[src/rtl/timer_pkg.sv]
// Shared state encoding and mode constants for the timer counting engine.
package timer_pkg;

    typedef enum logic [1:0] {
        ST_IDLE = 2'd0,
        ST_RUN  = 2'd1,
        ST_DONE = 2'd2
    } state_t;

    localparam logic MODE_ONESHOT  = 1'b0;
    localparam logic MODE_PERIODIC = 1'b1;

endpackage

[src/rtl/timer_if.sv]
// Control/status bundle between the APB register block (master) and timer_core (slave).
interface timer_if #(
    parameter int CNT_W = 32
) ();
    logic             MODE;
    logic             GO_EN;
    logic [CNT_W-1:0] TOT_CNT;
    logic [CNT_W-1:0] DUTY_CNT;
    logic             IRQ_TRG;
    logic             PWM_OUT;
    logic [CNT_W-1:0] CNT_VAL;
    logic             BUSY;

    modport master (
        output MODE, GO_EN, TOT_CNT, DUTY_CNT,
        input  IRQ_TRG, PWM_OUT, CNT_VAL, BUSY
    );

    modport slave (
        input  MODE, GO_EN, TOT_CNT, DUTY_CNT,
        output IRQ_TRG, PWM_OUT, CNT_VAL, BUSY
    );
endinterface

[src/rtl/timer_prescaler.sv]
// Tick strobe generator: one-cycle pulse every PSC_DIV clocks, restartable via clr.
// Only instantiated when TIMER_PRESCALE_EN is defined.
module timer_prescaler #(
    parameter int PSC_DIV = 4
) (
    input  logic PCLK,
    input  logic PRESET,
    input  logic clr,
    output logic tick
);
    localparam int PSC_W = (PSC_DIV > 1) ? $clog2(PSC_DIV) : 1;
    localparam logic [PSC_W-1:0] PSC_LAST = PSC_W'(PSC_DIV - 1);

    logic [PSC_W-1:0] psc_q, psc_d;

    assign tick = (psc_q == PSC_LAST);

    always_comb begin
        psc_d = psc_q + 1'b1;
        if (clr || tick) begin
            psc_d = '0;
        end
    end

    always_ff @(posedge PCLK) begin
        if (PRESET) begin
            psc_q <= '0;
        end else begin
            psc_q <= psc_d;
        end
    end
endmodule

[src/rtl/timer_core.sv]
// Timer counting engine: IDLE/RUN/DONE FSM, period counter, PWM compare and IRQ pulse.
// Optional tick prescaler selected by defining TIMER_PRESCALE_EN.
module timer_core
    import timer_pkg::*;
#(
    parameter int CNT_W   = 32,
    parameter int PSC_DIV = 4
) (
    input  logic   PCLK,
    input  logic   PRESET,
    timer_if.slave tif
);
    state_t           state_q, state_d;
    logic [CNT_W-1:0] cnt_q, cnt_d;
    logic [CNT_W-1:0] tot_sh_q, tot_sh_d;
    logic [CNT_W-1:0] duty_sh_q, duty_sh_d;
    logic             irq_q, irq_d;
    logic             pwm_q, pwm_d;
    logic             tick;
    logic [CNT_W-1:0] tot_load;

`ifdef TIMER_PRESCALE_EN
    logic psc_clr;

    // Prescaler restarts whenever we are not actively running, covering both start and abort.
    assign psc_clr = (state_q != ST_RUN) || !tif.GO_EN;

    timer_prescaler #(
        .PSC_DIV (PSC_DIV)
    ) u_prescaler (
        .PCLK   (PCLK),
        .PRESET (PRESET),
        .clr    (psc_clr),
        .tick   (tick)
    );
`else
    logic unused_psc;

    assign tick       = 1'b1;
    assign unused_psc = (PSC_DIV >= 1);
`endif

    // A zero period would never reach its terminal tick, so treat it as one tick.
    assign tot_load = (tif.TOT_CNT == '0) ? CNT_W'(1) : tif.TOT_CNT;

    always_comb begin
        state_d   = state_q;
        cnt_d     = cnt_q;
        tot_sh_d  = tot_sh_q;
        duty_sh_d = duty_sh_q;
        irq_d     = 1'b0;

        case (state_q)
            ST_IDLE: begin
                if (tif.GO_EN) begin
                    tot_sh_d  = tot_load;
                    duty_sh_d = tif.DUTY_CNT;
                    cnt_d     = '0;
                    state_d   = ST_RUN;
                end
            end
            ST_RUN: begin
                if (!tif.GO_EN) begin
                    state_d = ST_IDLE;
                    cnt_d   = '0;
                end else if (tick) begin
                    if (cnt_q == tot_sh_q - CNT_W'(1)) begin
                        irq_d = 1'b1;
                        if (tif.MODE == MODE_PERIODIC) begin
                            cnt_d     = '0;
                            tot_sh_d  = tot_load;
                            duty_sh_d = tif.DUTY_CNT;
                        end else begin
                            state_d = ST_DONE;
                        end
                    end else begin
                        cnt_d = cnt_q + CNT_W'(1);
                    end
                end
            end
            ST_DONE: begin
                if (!tif.GO_EN) begin
                    state_d = ST_IDLE;
                    cnt_d   = '0;
                end
            end
            default: begin
                state_d = ST_IDLE;
                cnt_d   = '0;
            end
        endcase

        // Computed from next-state values so the registered PWM lines up with CNT_VAL.
        pwm_d = (state_d == ST_RUN) && (cnt_d < duty_sh_d);
    end

    always_ff @(posedge PCLK) begin
        if (PRESET) begin
            state_q   <= ST_IDLE;
            cnt_q     <= '0;
            tot_sh_q  <= '0;
            duty_sh_q <= '0;
            irq_q     <= 1'b0;
            pwm_q     <= 1'b0;
        end else begin
            state_q   <= state_d;
            cnt_q     <= cnt_d;
            tot_sh_q  <= tot_sh_d;
            duty_sh_q <= duty_sh_d;
            irq_q     <= irq_d;
            pwm_q     <= pwm_d;
        end
    end

    assign tif.IRQ_TRG = irq_q;
    assign tif.PWM_OUT = pwm_q;
    assign tif.CNT_VAL = cnt_q;
    assign tif.BUSY    = (state_q == ST_RUN);
endmodule

[src/flat_wrapper.sv]
// flat-port wrapper written by rule: the top's interface ports become plain ports
module timer_core_flat import timer_pkg::*;
#(
    parameter int CNT_W   = 32,
    parameter int PSC_DIV = 4
)
  (PCLK, PRESET, tif_MODE, tif_GO_EN, tif_TOT_CNT, tif_DUTY_CNT, tif_IRQ_TRG, tif_PWM_OUT, tif_CNT_VAL, tif_BUSY);
  timer_if #(.CNT_W(CNT_W)) tif_i ();
  input  logic PCLK;
  input  logic PRESET;
  input wire logic [$bits(tif_i.MODE)-1:0] tif_MODE;
  input wire logic [$bits(tif_i.GO_EN)-1:0] tif_GO_EN;
  input wire logic [$bits(tif_i.TOT_CNT)-1:0] tif_TOT_CNT;
  input wire logic [$bits(tif_i.DUTY_CNT)-1:0] tif_DUTY_CNT;
  output wire logic [$bits(tif_i.IRQ_TRG)-1:0] tif_IRQ_TRG;
  output wire logic [$bits(tif_i.PWM_OUT)-1:0] tif_PWM_OUT;
  output wire logic [$bits(tif_i.CNT_VAL)-1:0] tif_CNT_VAL;
  output wire logic [$bits(tif_i.BUSY)-1:0] tif_BUSY;
  assign tif_i.MODE = tif_MODE;
  assign tif_i.GO_EN = tif_GO_EN;
  assign tif_i.TOT_CNT = tif_TOT_CNT;
  assign tif_i.DUTY_CNT = tif_DUTY_CNT;
  assign tif_IRQ_TRG = tif_i.IRQ_TRG;
  assign tif_PWM_OUT = tif_i.PWM_OUT;
  assign tif_CNT_VAL = tif_i.CNT_VAL;
  assign tif_BUSY = tif_i.BUSY;
  timer_core #(.CNT_W(CNT_W), .PSC_DIV(PSC_DIV)) u_core (.PCLK(PCLK), .PRESET(PRESET), .tif(tif_i));
endmodule
[config.mk]
export PLATFORM = sky130hd
export DESIGN_NAME = timer_core_flat
export DESIGN_NICKNAME = d
export VERILOG_FILES = /design/src/rtl/timer_pkg.sv /design/src/rtl/timer_if.sv /design/src/rtl/timer_prescaler.sv /design/src/rtl/timer_core.sv /design/src/flat_wrapper.sv
export SDC_FILE = /design/constraint.sdc
export NUM_CORES = 1
export LEC_CHECK = 0
export ABC_AREA = 1
export BUFFER_PORTS_ARGS = -buffer_cell sky130_fd_sc_hd__buf_2
export CORE_MARGIN = 4
export CORE_UTILIZATION = 45
export DETAILED_ROUTE_END_ITERATION = 6
export GPL_TIMING_DRIVEN = 0
export PLACE_DENSITY_LB_ADDON = 0.2
export SLEW_MARGIN = 30
export SYNTH_ARGS = -nofsm -noshare
export SYNTH_HDL_FRONTEND = slang
export SYNTH_SLANG_ARGS = --single-unit
[constraint.sdc]
create_clock -name PCLK -period 6.1 [get_ports PCLK]
set_input_delay 0.61 -clock PCLK [delete_from_list [all_inputs] [get_ports PCLK]]
set_output_delay 0.61 -clock PCLK [all_outputs]
set_load 0.005 [all_outputs]
== Yosys cells after proc, flatten, opt, wreduce, memory -nomap -nowiden ==
Cells that the tools add are included.

* Output and inout port bits: 35
* Input port bits: 68
* Logic and storage cells: 49
* Memory bits (writable): 0
* Memories: 0
* Flip-flop bits (word level): 100
* Bits in read-only memories: 0
* Latch bits: 0

* Reduce and logical (&&, ||, !) cells: 6
* Divide/modulo/power cells: 0
* Shifts and indexed selects: 0
* Equal/unequal tests: 8
* Magnitude comparators: 1
* Mux-type cells: 24
* $mul: 0
* Add/subtract/negate cells: 2
* Bitwise logic cells: 2

{| class="wikitable"
|+ Operators by type and width
! cell !! count
|-
| 2-to-1 mux 32 bit || 14
|-
| case mux 32 bit (2 select lines) || 2
|-
| case mux 32 bit (3 select lines) || 1
|-
| adder 32 x 1 -> 32 bit (second input constant) || 1
|-
| equality test 32 bit || 1
|-
| zero test 32 bit || 1
|-
| < comparator 32 bit || 1
|-
| subtractor 32 x 1 -> 32 bit (second input constant) || 1
|-
| 2-to-1 mux 2 bit || 5
|-
| != test 2 bit (second input constant) || 3
|-
| case mux 2 bit (3 select lines) || 1
|-
| AND reduction 5 bit || 1
|-
| equality test 2 x 1 -> 1 bit (second input constant) || 2
|-
| OR reduction 3 bit || 1
|-
| equality test 2 bit (second input constant) || 1
|-
| zero test 2 bit || 1
|-
| != test 2 x 1 -> 1 bit (second input constant) || 1
|-
| inverter 1 bit || 2
|-
| nonzero test 2 bit || 1
|-
| logical AND 1 bit || 1
|-
| 2-to-1 mux 1 bit || 1
|}

== Depth between registers and ports, before layout ==
* Word-level depth: 7
* Mapped depth: 33
* Mapped depth without buffers: 33

== Worst setup path after synthesis ==
Ideal clock, no wire load.

* Path type: register to register
* From: register u_core.tot_sh_q[0]
* To: register u_core.pwm_q (netlist: u_core.tif.PWM_OUT)
* Data required time: 6.030 ns
* Path slack: 2.647 ns
* Buffers on the path: 0
* Clock period less this slack: 3.453 ns
* Data arrival time: 3.383 ns
* Setup time: 0.070 ns
* Stages on the path, launching flop included: 31
* Cell sequence: dfxtp_1 > inv_1 > ha_1 > nand3_4 > nor2_4 > nand2_2 > nor2_4 > inv_2 > nand2_1 > nand2_1 > nor2_1 > nand3_1 > nor2_4 > nand2_8 > inv_2 > nor2_4 > nand2_2 > nor2_4 > nand2_2 > nor2_2 > a21oi_1 > nand3b_1 > nand2_1 > ha_1 > a21oi_1 > nor2_1 > a211oi_1 > a21oi_1 > a211oi_1 > nand2_1 > a21oi_1

* Longest elaborated chain between the ends: 7
* Elaborated cells on any way between the ends: 14
* Those cells by class: add/sub (1); order compare (1); eq/ne (2); mux (9); reduce/logical (1)

{| class="wikitable"
|+ RTL lines
! element !! line !! source
|-
| start, declared || timer_core.sv:15 || <nowiki>logic [CNT_W-1:0] tot_sh_q, tot_sh_d;</nowiki>
|-
| start signal, assigned || timer_core.sv:108 || <nowiki>tot_sh_q <= tot_sh_d;</nowiki>
|-
| subtractor 32 x 1 -> 32 bit || timer_core.sv:67 || <nowiki>if (cnt_q == tot_sh_q - CNT_W'(1)) begin</nowiki>
|-
| equality test 32 bit || timer_core.sv:67 ||
|-
| 2-to-1 mux 32 bit || timer_core.sv:67 ||
|-
| 2-to-1 mux 32 bit || timer_core.sv:63 || <nowiki>if (!tif.GO_EN) begin</nowiki>
|-
| case mux 32 bit (3 select lines) || timer_core.sv:53 || <nowiki>case (state_q)</nowiki>
|-
| net u_core.cnt_d[21] || timer_core.sv:14 || <nowiki>logic [CNT_W-1:0] cnt_q, cnt_d;</nowiki>
|-
| < comparator 32 bit || timer_core.sv:94 || <nowiki>pwm_d = (state_d == ST_RUN) && (cnt_d < duty_sh_d);</nowiki>
|-
| logical AND 1 bit || timer_core.sv:94 ||
|-
| end signal, assigned || timer_core.sv:111 || <nowiki>pwm_q <= pwm_d;</nowiki>
|-
| end, declared || timer_core.sv:18 || <nowiki>logic pwm_q, pwm_d;</nowiki>
|}

The timed path passes the listed nets, and every way through them passes these cells.
A chain may end at the register's enable or synchronous reset.

== Worst setup path in the final report ==
* From: register u_core.tot_sh_q[0]
* To: register u_core.pwm_q (netlist: u_core.tif.PWM_OUT)

* Longest elaborated chain between the ends: 7
* Elaborated cells on any way between the ends: 14
* Those cells by class: add/sub (1); order compare (1); eq/ne (2); mux (9); reduce/logical (1)

{| class="wikitable"
|+ RTL lines
! element !! line
|-
| subtractor 32 x 1 -> 32 bit * || timer_core.sv:67
|-
| equality test 32 bit * || timer_core.sv:67
|-
| 2-to-1 mux 32 bit / 2-to-1 mux 2 bit (equally long branches) || timer_core.sv:67
|-
| 2-to-1 mux 32 bit / 2-to-1 mux 2 bit (equally long branches) || timer_core.sv:63
|-
| case mux 32 bit (3 select lines) (tied with other cells) || timer_core.sv:53
|-
| < comparator 32 bit / equality test 2 x 1 -> 1 bit (equally long branches) || timer_core.sv:94
|-
| logical AND 1 bit * || timer_core.sv:94
|}

Every way passes the cells marked *; elsewhere a longest branch is shown, timed or not.

==> out/qor.txt <==
Vias in the first global route -> 8195
Grt total ovfl -> 0
Routed len/inst -> 17.17 µm
Power Density -> 195.9 nW/µm²
Crit-path max FO -> 10
ANT cells -> 0
Post-synthesis instance total -> 1277
Die area -> 19940 µm²
Setup WS post-layout -> 1679 ps
Critical path arrival -> 4700 ps
Leading area contributor after synthesis -> dfxtp_1
Leak -> 4.177 nW
FFs w/ async S/R, synth -> 0
Fraction of layout cells with a size suffix above 1 -> 0.1323
Post-CTS Resized -> 0
Placer Congestion -> 0.9604
CP delay by family, top -> simple AND/OR/NAND/NOR gates
Final Skew -> 14.17 ps
Dpl hpwl -> 22.49 mm
Reg2Reg Launch Point -> u_core.tot_sh_q[0]
Reg2Reg Depth -> 23
Primary FF master, synth -> dfxtp_1
Placement Setup Slack -> 1765 ps
First-pass GRT wire length -> 43.44 mm
Cell Chain, Critical Path -> inv_1 -> ha_1 -> nand2_1 -> nor2_2 -> nand2_1 -> nor2_1 -> nand3_1 -> a21oi_1 -> nand3_1 -> nor2_2 -> nand3_1 -> buf_2 -> buf_2 -> o211ai_1 -> o221a_2 -> ha_1 -> nand2_1 -> nor2_1 -> a211oi_1 -> a21oi_1 -> a211oi_1 -> nand2_1 -> a21oi_1
Relative slew margins -> 0.3980
WS Path Type -> reg -> reg
R2r endpoint -> u_core.tif.PWM_OUT
Number of antenna-violating nets in the routed design -> 0
Placed Area -> 8766 µm²
VDD IR max -> 0.1696 mV
Std cell rows -> 48
Via count -> 9018
# fillers -> 1819
Final period util -> 0.7247
FF/Latch Area -> 2002 µm²
Netlist cell types -> 47
R2R setup slack -> 1680 ps
Most numerous cell in the Yosys netlist -> nand2_1
Max-slew violations -> 0
Number of I/O port buffers -> 100
Final net count -> 1489
Status -> completed
Clk slew on worst S/H paths -> 70 ps
CP endpoint kind -> flip-flop
Total CTS buffers -> 9
Slowest CP cell -> dfxtp_1
Starting DRC count in detailed routing -> 743
Top cells by area, synth -> dfxtp_1 (25%), nand2_1 (13%), nor2_1 (10%)
Num ports -> 103
Slew @ Worst Pin -> 893.6 ps
Pre-antenna DRT Iters -> 6
DR DRC count -> 0
Initial Util -> 0.4600
Sequential-to-total area share from yosys stat -> 0.2507
Setup Fix Bufs, Post-CTS -> 0
Most instantiated cells after synthesis -> nand2_1 (280), nor2_1 (220), inv_1 (156), dfxtp_1 (100), o21ai_0 (77)
Critical Path Max Stage Delay -> 370 ps
Area Growth Syn to Fin -> 13.73%
Yosys reg bits -> 100
Total track usage -> 0.2765
Vias per cell -> 5.580
Fin area -> 9080 µm²
Final WL -> 27.74 mm
Hold path endpoint -> u_core.tot_sh_q[1]
Final Setup Violations -> 0
Die Span Y -> 141.2 µm
Cell area after synthesis -> 7984 µm²
Worst Hold Launch -> u_core.tot_sh_q[1]
Worst Hold Depth -> 2
FMAX -> 0.2262 GHz
Max Cap Viol -> 0
Clock sink total -> 100
CP Buf/Inv Count -> 3
Top cell type's share of synthesized area -> 0.2507
Area of the multi-input gates -> 5142 µm²
Clock Path Buffers -> 2
Synthesized Nets -> 1378
CP required -> 6380 ps
Post-synth EDFFs -> 0
Die width -> 141.2 µm
Minimum clock period -> 4421 ps
CTS tree -> built
Core Area -> 17360 µm²
Largest net degree at the start of global routing -> 16
RSZ-0062 raised after global routing -> false
CTS Hold Bufs -> 0
Worst-skew pair later-pin latency -> 370 ps
Hold Crit Class -> reg -> reg
Avg Cell Area, Syn -> 6.252 µm²
Fin cells -> 1616
CP startpoint kind -> flip-flop
YS warnings -> 0
Setup_tns -> 0 ps
Placed instance count -> 1602
Cell mode on critical path -> nand2_1
Initial antenna violation count -> 0
Final hold vios -> 0
H-Tree Level Count -> 3
Total power -> 1.779 mW
Root Buffer -> clkbuf_16
-- power by group --
group,switching [mW],internal [mW]
clock network,0.270,0.367
registers,0.0297,0.685
logic,0.282,0.145
-- through the flow --
| step | hold slack (ps) | util |
|---|---|---|
| final | 490.1 | 0.5231 |
| after global routing | 502.2 | 0.5231 |
| after CTS | 491.3 | 0.5231 |
| after detailed placement | 480.2 | 0.5050 |
| after global placement | 475.9 | 0.5050 |
| after floorplan | 458.9 | - |
-- tightest hold or removal path, delay by kind of cell (launching register included) --
kind | cells | cell delay, ps
AOI/OAI and AO/OA | 1 | 60
DFF | 1 | 320
buffers and inverters | 1 | 70
-- final cells by class --
cell class,instances,area share
Multi-Input combinational cell,967,0.5663
Sequential cell,100,0.2205
Inverter,167,0.06931
Timing Repair Buffer,100,0.05512
Tap cell,225,0.03100
Clock buffer,10,0.02632
Buffer,43,0.02315
Clock inverter,4,0.008268
-- worst max-delay path by stage --
stage,start,cells after the start,to
floorplan,u_core.tot_sh_q[0],30,u_core.tif.PWM_OUT
detailed placement,u_core.tot_sh_q[0],23,u_core.tif.PWM_OUT
global placement,u_core.tot_sh_q[0],23,u_core.tif.PWM_OUT
CTS,u_core.tot_sh_q[0],23,u_core.tif.PWM_OUT
global route,u_core.tot_sh_q[0],27,u_core.tif.PWM_OUT
finish,u_core.tot_sh_q[0],23,u_core.tif.PWM_OUT
-- registers in the layout (all words and copies together), names as in the netlist --
| name | cells |
|---|---|
| u_core.tot_sh_q | 32 |
| u_core.duty_sh_q | 32 |
| u_core.tif.PWM_OUT | 1 |
| u_core.state_q | 2 |
| u_core.tif.IRQ_TRG | 1 |
| u_core.tif.CNT_VAL | 32 |
-- routing by layer --
metal	share of wire	track usage
met1	0.43	0.3586
met2	0.45	0.4444
met3	0.064	0.03426
met4	0.057	0.1540
met5	0	0
-- cell families after synthesis --
group	Yosys count	synth area share
and+or+nand+nor	654	0.3601
AOI/OAI and AO/OA	245	0.1939
buffers and inverters	210	0.1052
DFF	100	0.2507
xor gates and xnor gates	35	0.03840
adders and majority gates	33	0.05172
-- layout by cell type (no fill, tap or decap), types with 14 or more instances in the layout --
cell type,instances
nand4_1,27
ha_1,33
o21ai_1,24
o211ai_1,44
nor2_1,220
nand3_1,46
nand2_1,280
xor2_1,28
a21oi_1,45
o21ai_0,77
buf_2,106
nor4_1,19
clkbuf_1,30
o221a_2,14
inv_1,156
dfxtp_1,100
Power figures use the tool's default switching activity.
